`config.mk`:
```
export PLATFORM = sky130hd
export DESIGN_NAME = frame_decimator
export DESIGN_NICKNAME = d
export VERILOG_FILES = /design/src/rtl/decim_pkg.sv /design/src/rtl/sync_fifo.sv /design/src/rtl/frame_decimator.sv
export SDC_FILE = /design/constraint.sdc
export NUM_CORES = 2
export LEC_CHECK = 0
export CAP_MARGIN = 20
export CORE_UTILIZATION = 68
export CTS_CLUSTER_SIZE = 10
export DETAILED_ROUTE_END_ITERATION = 10
export PLACE_DENSITY = 0.89
export SYNTH_ARGS = -nofsm -noshare
export SYNTH_HDL_FRONTEND = slang
export SYNTH_SLANG_ARGS = --single-unit
```
`constraint.sdc`:
```
create_clock -name pclk -period 63.9 [get_ports pclk]
set_input_delay 12.78 -clock pclk [delete_from_list [all_inputs] [get_ports pclk]]
set_output_delay 12.78 -clock pclk [all_outputs]
set_load 0.05 [all_outputs]
```
`src/rtl/decim_pkg.sv`:
```
// Shared definitions for frame_decimator: FSM state encoding plus the block-size helpers
// that fix the accumulator width and the fixed-point reciprocal used for averaging.
package decim_pkg;

    typedef logic [2:0] state_t;

    localparam state_t ST_IDLE       = 3'd0;
    localparam state_t ST_WAIT_VS_HI = 3'd1;
    localparam state_t ST_WAIT_VS_LO = 3'd2;
    localparam state_t ST_HBLANK     = 3'd3;
    localparam state_t ST_LINE       = 3'd4;
    localparam state_t ST_FLUSH      = 3'd5;
    localparam state_t ST_DONE       = 3'd6;

    function automatic int acc_width(input int n_pix);
        return 8 + $clog2(n_pix);
    endfunction

    // round(65536 / n_pix) in integer arithmetic
    function automatic int recip(input int n_pix);
        return (65536 + n_pix / 2) / n_pix;
    endfunction

    function automatic int idx_width(input int n);
        return (n <= 1) ? 1 : $clog2(n);
    endfunction

endpackage

```
`src/rtl/sync_fifo.sv`:
```
// Single-clock show-ahead FIFO; head reads as zero while empty so the output bus
// stays quiet after reset.
module sync_fifo #(
    parameter int WIDTH = 9,
    parameter int DEPTH = 32
) (
    input  logic             pclk,
    input  logic             reset,
    input  logic             wr_en,
    input  logic [WIDTH-1:0] wr_data,
    input  logic             rd_en,
    output logic [WIDTH-1:0] rd_data,
    output logic             full,
    output logic             empty
);
    localparam int AW = (DEPTH <= 2) ? 1 : $clog2(DEPTH);

    logic [WIDTH-1:0] mem_q [DEPTH];
    logic [AW:0]      wr_ptr_q, wr_ptr_d;
    logic [AW:0]      rd_ptr_q, rd_ptr_d;
    logic             wr_fire, rd_fire;

    always_comb begin
        full     = (wr_ptr_q[AW] != rd_ptr_q[AW]) && (wr_ptr_q[AW-1:0] == rd_ptr_q[AW-1:0]);
        empty    = (wr_ptr_q == rd_ptr_q);
        wr_fire  = wr_en && !full;
        rd_fire  = rd_en && !empty;
        wr_ptr_d = wr_ptr_q + (AW+1)'(wr_fire);
        rd_ptr_d = rd_ptr_q + (AW+1)'(rd_fire);
        rd_data  = empty ? '0 : mem_q[rd_ptr_q[AW-1:0]];
    end

    always_ff @(posedge pclk or posedge reset) begin
        if (reset) begin
            wr_ptr_q <= '0;
            rd_ptr_q <= '0;
        end else begin
            wr_ptr_q <= wr_ptr_d;
            rd_ptr_q <= rd_ptr_d;
        end
    end

    always_ff @(posedge pclk) begin
        if (wr_fire) mem_q[wr_ptr_q[AW-1:0]] <= wr_data;
    end

endmodule

```
`src/rtl/frame_decimator.sv`:
```
// Camera frame decimator: averages the luma byte over BLK_W x BLK_H blocks and streams one
// byte per block. Define DECIM_ROUND_EN for round-to-nearest averaging (default truncates).
module frame_decimator
    import decim_pkg::*;
#(
    parameter int IMG_W         = 640,
    parameter int IMG_H         = 480,
    parameter int BLK_W         = 40,
    parameter int BLK_H         = 30,
    parameter int BYTES_PER_PIX = 2,
    parameter int LUMA_BYTE     = 1,
    parameter int FIFO_DEPTH    = 32
) (
    input  logic       pclk,
    input  logic       reset,
    input  logic       start,
    input  logic       vsync,
    input  logic       href,
    input  logic [7:0] d,
    output logic       out_valid,
    input  logic       out_ready,
    output logic [7:0] out_data,
    output logic       out_last,
    output logic       busy,
    output logic       done,
    output logic       overflow,
    output logic       frame_err
);
    localparam int NBX    = IMG_W / BLK_W;
    localparam int NBANDS = IMG_H / BLK_H;
    localparam int NPIX   = BLK_W * BLK_H;
    localparam int ACC_W  = acc_width(NPIX);
    localparam int RECIP  = recip(NPIX);
    localparam int BXW    = idx_width(NBX);
    localparam int PW     = idx_width(BLK_W);
    localparam int LW     = idx_width(BLK_H);
    localparam int BDW    = idx_width(NBANDS);
    localparam int CW     = $clog2(IMG_W + 1);
    localparam int PROD_W = ACC_W + 17;

    state_t             state_q, state_d;
    logic               phase_q, phase_d;
    logic [CW-1:0]      col_q, col_d;
    logic [PW-1:0]      pix_q, pix_d;
    logic [BXW-1:0]     blk_q, blk_d;
    logic [LW-1:0]      line_q, line_d;
    logic [BDW-1:0]     band_q, band_d;
    logic               vsync_q, vsync_d;
    logic [ACC_W-1:0]   acc_q [NBX];
    logic [ACC_W-1:0]   acc_d [NBX];
    logic [ACC_W-1:0]   snap_q [NBX];
    logic [ACC_W-1:0]   snap_d [NBX];
    logic [BXW-1:0]     drain_cnt_q, drain_cnt_d;
    logic               drain_act_q, drain_act_d;
    logic               snap_last_q, snap_last_d;
    logic               overflow_q, overflow_d;
    logic               frame_err_q, frame_err_d;

    logic               byte_en, cur_phase, clear_acc, drain_at_end, band_at_end;
    logic [PROD_W-1:0]  prod, quot;
    logic [7:0]         avg;
    logic               fifo_wr, fifo_full, fifo_empty;
    logic [8:0]         fifo_wdata, fifo_rdata;

    always_comb begin
        prod = PROD_W'(snap_q[drain_cnt_q]) * PROD_W'(RECIP);
`ifdef DECIM_ROUND_EN
        prod = prod + PROD_W'(32768);
`endif
        quot = prod >> 16;
        avg  = (|quot[PROD_W-1:8]) ? 8'hFF : quot[7:0];
    end

    always_comb begin
        state_d     = state_q;
        phase_d     = phase_q;
        col_d       = col_q;
        pix_d       = pix_q;
        blk_d       = blk_q;
        line_d      = line_q;
        band_d      = band_q;
        vsync_d     = vsync;
        acc_d       = acc_q;
        snap_d      = snap_q;
        drain_cnt_d = drain_cnt_q;
        drain_act_d = drain_act_q;
        snap_last_d = snap_last_q;
        overflow_d  = overflow_q;
        frame_err_d = frame_err_q;
        byte_en     = 1'b0;
        clear_acc   = 1'b0;
        cur_phase   = (state_q == ST_LINE) ? phase_q : 1'b0;
        drain_at_end = (drain_cnt_q == BXW'(NBX - 1));
        band_at_end  = (band_q == BDW'(NBANDS - 1));
        fifo_wr     = 1'b0;

        if (drain_act_q) begin
            fifo_wr = 1'b1;
            if (fifo_full) overflow_d = 1'b1;
            if (drain_at_end) drain_act_d = 1'b0;
            else              drain_cnt_d = drain_cnt_q + BXW'(1);
        end

        case (state_q)
            ST_IDLE, ST_DONE: begin
                if (start) begin
                    state_d     = ST_WAIT_VS_HI;
                    overflow_d  = 1'b0;
                    frame_err_d = 1'b0;
                    clear_acc   = 1'b1;
                end
            end
            ST_WAIT_VS_HI: if (vsync) state_d = ST_WAIT_VS_LO;
            ST_WAIT_VS_LO: begin
                if (!vsync) begin
                    state_d = ST_HBLANK;
                    line_d  = '0;
                    band_d  = '0;
                    col_d   = '0;
                    pix_d   = '0;
                    blk_d   = '0;
                    phase_d = 1'b0;
                end
            end
            ST_HBLANK, ST_LINE: begin
                if (vsync && !vsync_q) begin
                    // early vsync: the partial band is thrown away
                    frame_err_d = 1'b1;
                    clear_acc   = 1'b1;
                    state_d     = ST_FLUSH;
                end else if (href) begin
                    state_d = ST_LINE;
                    byte_en = 1'b1;
                end else if (state_q == ST_LINE) begin
                    state_d = ST_HBLANK;
                    col_d   = '0;
                    pix_d   = '0;
                    blk_d   = '0;
                    phase_d = 1'b0;
                    if (line_q == LW'(BLK_H - 1)) begin
                        line_d    = '0;
                        snap_d    = acc_q;
                        clear_acc = 1'b1;
                        if (drain_act_q && !drain_at_end) overflow_d = 1'b1;
                        drain_act_d = 1'b1;
                        drain_cnt_d = '0;
                        snap_last_d = band_at_end;
                        if (band_at_end) state_d = ST_FLUSH;
                        else             band_d  = band_q + BDW'(1);
                    end else begin
                        line_d = line_q + LW'(1);
                    end
                end
            end
            ST_FLUSH: if (!drain_act_q) state_d = ST_DONE;
            default:  state_d = ST_IDLE;
        endcase

        if (byte_en) begin
            phase_d = (BYTES_PER_PIX == 2) ? ~cur_phase : 1'b0;
            if (cur_phase == 1'(LUMA_BYTE) && col_q < CW'(IMG_W)) begin
                acc_d[blk_q] = acc_q[blk_q] + ACC_W'(d);
                col_d        = col_q + CW'(1);
                if (pix_q == PW'(BLK_W - 1)) begin
                    pix_d = '0;
                    blk_d = blk_q + BXW'(1);
                end else begin
                    pix_d = pix_q + PW'(1);
                end
            end
        end

        if (clear_acc) begin
            for (int i = 0; i < NBX; i++) acc_d[i] = '0;
        end

        fifo_wdata = {snap_last_q && drain_at_end, avg};
    end

    always_ff @(posedge pclk or posedge reset) begin
        if (reset) begin
            state_q     <= ST_IDLE;
            phase_q     <= 1'b0;
            col_q       <= '0;
            pix_q       <= '0;
            blk_q       <= '0;
            line_q      <= '0;
            band_q      <= '0;
            vsync_q     <= 1'b0;
            acc_q       <= '{default: '0};
            snap_q      <= '{default: '0};
            drain_cnt_q <= '0;
            drain_act_q <= 1'b0;
            snap_last_q <= 1'b0;
            overflow_q  <= 1'b0;
            frame_err_q <= 1'b0;
        end else begin
            state_q     <= state_d;
            phase_q     <= phase_d;
            col_q       <= col_d;
            pix_q       <= pix_d;
            blk_q       <= blk_d;
            line_q      <= line_d;
            band_q      <= band_d;
            vsync_q     <= vsync_d;
            acc_q       <= acc_d;
            snap_q      <= snap_d;
            drain_cnt_q <= drain_cnt_d;
            drain_act_q <= drain_act_d;
            snap_last_q <= snap_last_d;
            overflow_q  <= overflow_d;
            frame_err_q <= frame_err_d;
        end
    end

    sync_fifo #(
        .WIDTH (9),
        .DEPTH (FIFO_DEPTH)
    ) u_fifo (
        .pclk    (pclk),
        .reset   (reset),
        .wr_en   (fifo_wr),
        .wr_data (fifo_wdata),
        .rd_en   (out_ready),
        .rd_data (fifo_rdata),
        .full    (fifo_full),
        .empty   (fifo_empty)
    );

    assign out_valid = !fifo_empty;
    assign out_data  = fifo_rdata[7:0];
    assign out_last  = fifo_rdata[8];
    assign busy      = (state_q != ST_IDLE) && (state_q != ST_DONE);
    assign done      = (state_q == ST_DONE);
    assign overflow  = overflow_q;
    assign frame_err = frame_err_q;

endmodule

```
==> summary.txt <==
Clock tree
  – Sinks on Clock Net: 950
  – Setup fix buffers added after clock tree synthesis: 0
  – CTS HTree Levels: 3
  – Cell at the root of the clock tree: clkbuf_16
  – Post_cts resized: 0
  – Clock network latency to the later pin of the worst-skew pair: 0.72 ns
  – Inserted Clock Buffers: 106
  – TritonCTS clock tree: done
  – Cts hold-fix bufs: 0
  – Clock edge transition at the registers on the reported setup and hold paths: 0.06 ns
  – Number of buffers on the longest clock path: 3

Timing
  – Final critical-path share of the clock period: 0.2737
  – Number of hold violations in the final report: 0
  – Measured slew at the worst slew-check pin: 1.376 ns
  – Final TNS setup: 0 ns
  – Setup repair after global routing missed its margin: false
  – Endpoints failing setup: 0
  – Relative max-transition margin: 0.08255
  – FMAX: 57.17 MHz
  – Final Max Tran Viols: 0
  – Worst-case setup margin in the final layout: 46.41 ns
  – Max Clock Skew: 0.07398 ns
  – Min Clock Period, post-route: 17.49 ns

Final layout
  – Commonest non-fill, non-tap cell in the layout: nand2_1
  – Growth of design area from synthesis to finish: 9.584%
  – Design Area, Final: 0.04764 sq mm
  – Fraction of final layout cells sized beyond drive strength 1: 0.1485
  – Top library cells by usage in the layout, fill and taps aside: 1111 x nand2_1, 655 x dfrtp_1, 288 x edfxtp_1
  – Nets@finish: 3615

Status
  – Outcome: complete, no violations

Floorplanning
  – Vertical die dimension: 254.8 um
  – Total I/O pin count: 28
  – Horizontal die dimension: 254.8 um
  – Core area: 0.06308 sq mm
  – Effective utilization at floorplan: 0.6892
  – Standard-cell row count: 92
  – Total Die Area: 0.06495 sq mm

GRT
  – Number of antenna violations at the first check in global routing: 2
  – Total GRT Usage: 0.3922
  – Grt total ovfl: 0
  – Largest net degree at the start of global routing: 241
  – Vias in the first global route: 31970
  – Global-route wire length before repair: 186900 um

Synth
  – Syn_area_per_cell: 12.43 sq um
  – Cell area after synthesis: 0.04347 sq mm
  – Sequential fraction of the synthesis area: 0.5800
  – Count of different cell masters after synthesis: 70
  – Async S/R FF share, synth: 0.6968
  – Total nets after synthesis: 3630
  – #FFs+latches synth: 950
  – Number of synthesized flops with an enable pin: 288
  – Main flop type after synthesis: dfrtp_1
  – Syn Inst Count: 3497
  – Count of warnings emitted by yosys: 0

Placed design
  – Placed wire-length estimate after detailed placement: 71190 um
  – Worst Setup Slack post-DPL: 46.32 ns
  – GP Congestion: 0.8735
  – Area post-placement: 0.04449 sq mm
  – IO Port Bufs: 27

Route
  – Routed WL per cell: 28.30 um
  – Number of design-rule violations left by the first detailed-router iteration: 4460
  – Total DRC errors in the routed layout: 0
  – Drt via density: 7.013
  – Post-detailed-route count of antenna-violating nets: 0
  – Final wirelength: 123800 um
  – Vias: 30680
  – Count of TritonRoute iterations in the first routing pass: 10

Critical path
  – Crit Path Class: flip-flop to output pin
  – Data required time at the worst endpoint: 51.12 ns
  – Crit path arrival time: 4.71 ns
  – Crit Path Max Fanout: 44
  – Type of element capturing the critical path: output pin
  – Worst setup SP type: flip-flop

Power
  – Power per standard cell area: 32.30 mW/mm^2
  – Design Power: 0.001539 W
  – Leakage power: 20.84 nW
  – Peak VDD IR: 32.29 uV

Worst hold path
  – Path type of the worst min-delay path: flip-flop to flip-flop

Job
  – Max Cap Violations: 0
cell type report:
| type | instances | area, sq um |
|---|---|---|
| sequential | 950 | 25240 |
| antenna | 1 | 2.502 |
| inverter | 91 | 349.1 |
| multi-input combinational | 2242 | 17120 |
| fill | 3454 | 15440 |
| clock inverter | 4 | 63.81 |
| clock buffer | 150 | 2934 |
| timing repair buffer | 91 | 872.1 |
| tap | 846 | 1059 |
kinds of logic after synthesis:
family	count (synthesis)	share of synthesized area
muxes	294	0.1487
xor gates and xnor gates	39	0.009671
buffers and inverters	305	0.02927
and+or+nand+nor	1367	0.1259
AOI/OAI and AO/OA	423	0.06381
adders and majority gates	119	0.04271
DFF	950	0.5800
Yosys cell counts, types with 13 or more instances:
| master | count | area, sq um |
|---|---|---|
| edfxtp_1 | 288 | 8648 |
| xnor2_1 | 18 | 157.7 |
| o21ai_1 | 84 | 420.4 |
| buf_2 | 21 | 105.1 |
| dfrtp_1 | 662 | 16570 |
| nor2_1 | 106 | 397.9 |
| fa_1 | 49 | 980.9 |
| clkbuf_1 | 155 | 581.8 |
| inv_1 | 91 | 341.6 |
| a21oi_1 | 24 | 120.1 |
| xor2_1 | 15 | 131.4 |
| a22o_1 | 129 | 1130 |
| o21ai_0 | 133 | 665.6 |
| mux4_2 | 276 | 6216 |
| buf_1 | 23 | 86.33 |
| nand2_1 | 1111 | 4170 |
| mux2i_1 | 13 | 130.1 |
| ha_1 | 70 | 875.8 |
| nand3_1 | 65 | 325.3 |
critical path, cell delays in order, from the launching register on:
cell	delay, ns
dfrtp_4	0.82
buf_4	0.79
mux4_2	0.65
mux4_2	0.59
mux2i_1	0.26
nor2_1	0.10
clkdlybuf4s50_1	0.73
registers in the layout, indices dropped and copies added (netlist names), 3 cells and up:
signal           flops
drain_cnt_q          4
snap_q             304
acc_q              304
band_q               4
u_fifo.wr_ptr_q      6
pix_q                6
u_fifo.mem_q       288
line_q               5
col_q               10
u_fifo.rd_ptr_q      6
blk_q                4
state_q              3
through the flow:
| stage | cells | util | hold WS, ns |
|---|---|---|---|
| 6_report | 4375 | 0.7552 | 0.4669 |
| 5_1_grt | 4374 | 0.7552 | 0.4833 |
| 4_1_cts | 4366 | 0.7529 | 0.4708 |
| 3_5_place_dp | 4212 | 0.7054 | 0.4572 |
| 3_3_place_gp | 4205 | 0.7039 | 0.4519 |
| 2_1_floorplan | 3497 | - | 0.4404 |
power breakdown:
group	internal [W]	switching, W	total (W)	leakage [nW]
Sequential	0.000635	0.0000326	0.000667	11.7
Clock	0.000314	0.000242	0.000556	1.45
Combinational	0.000106	0.000209	0.000316	7.74
Total	0.00105	0.000484	0.00154	20.8
routing by layer:
metal	up-vias	GRT usage	share of wire
li1	12270	-	-
met1	15210	0.4659	0.33
met2	2405	0.6199	0.48
met3	788	0.1125	0.11
met4	4	0.2821	0.084
met5	-	0	0.00037
path summary, 6_finish.rpt:
path | cells after the start | endpoint | startpoint | slack [ns]
worst min register to register | 2 | snap_q[33] | snap_q[33] | 0.47
min in group asynchronous | 2 | band_q[3] | reset | 12.64
worst max register to register | 18 | u_fifo.mem_q[22][0] | drain_cnt_q[0] | 55.53
worst min-delay path | 2 | snap_q[33] | snap_q[33] | 0.47
max in group asynchronous | 7 | snap_q[234] | reset | 47.50
worst max-delay path | 6 | out_data[6] | u_fifo.rd_ptr_q[0] | 46.41
(Power assumes the default switching activity.)
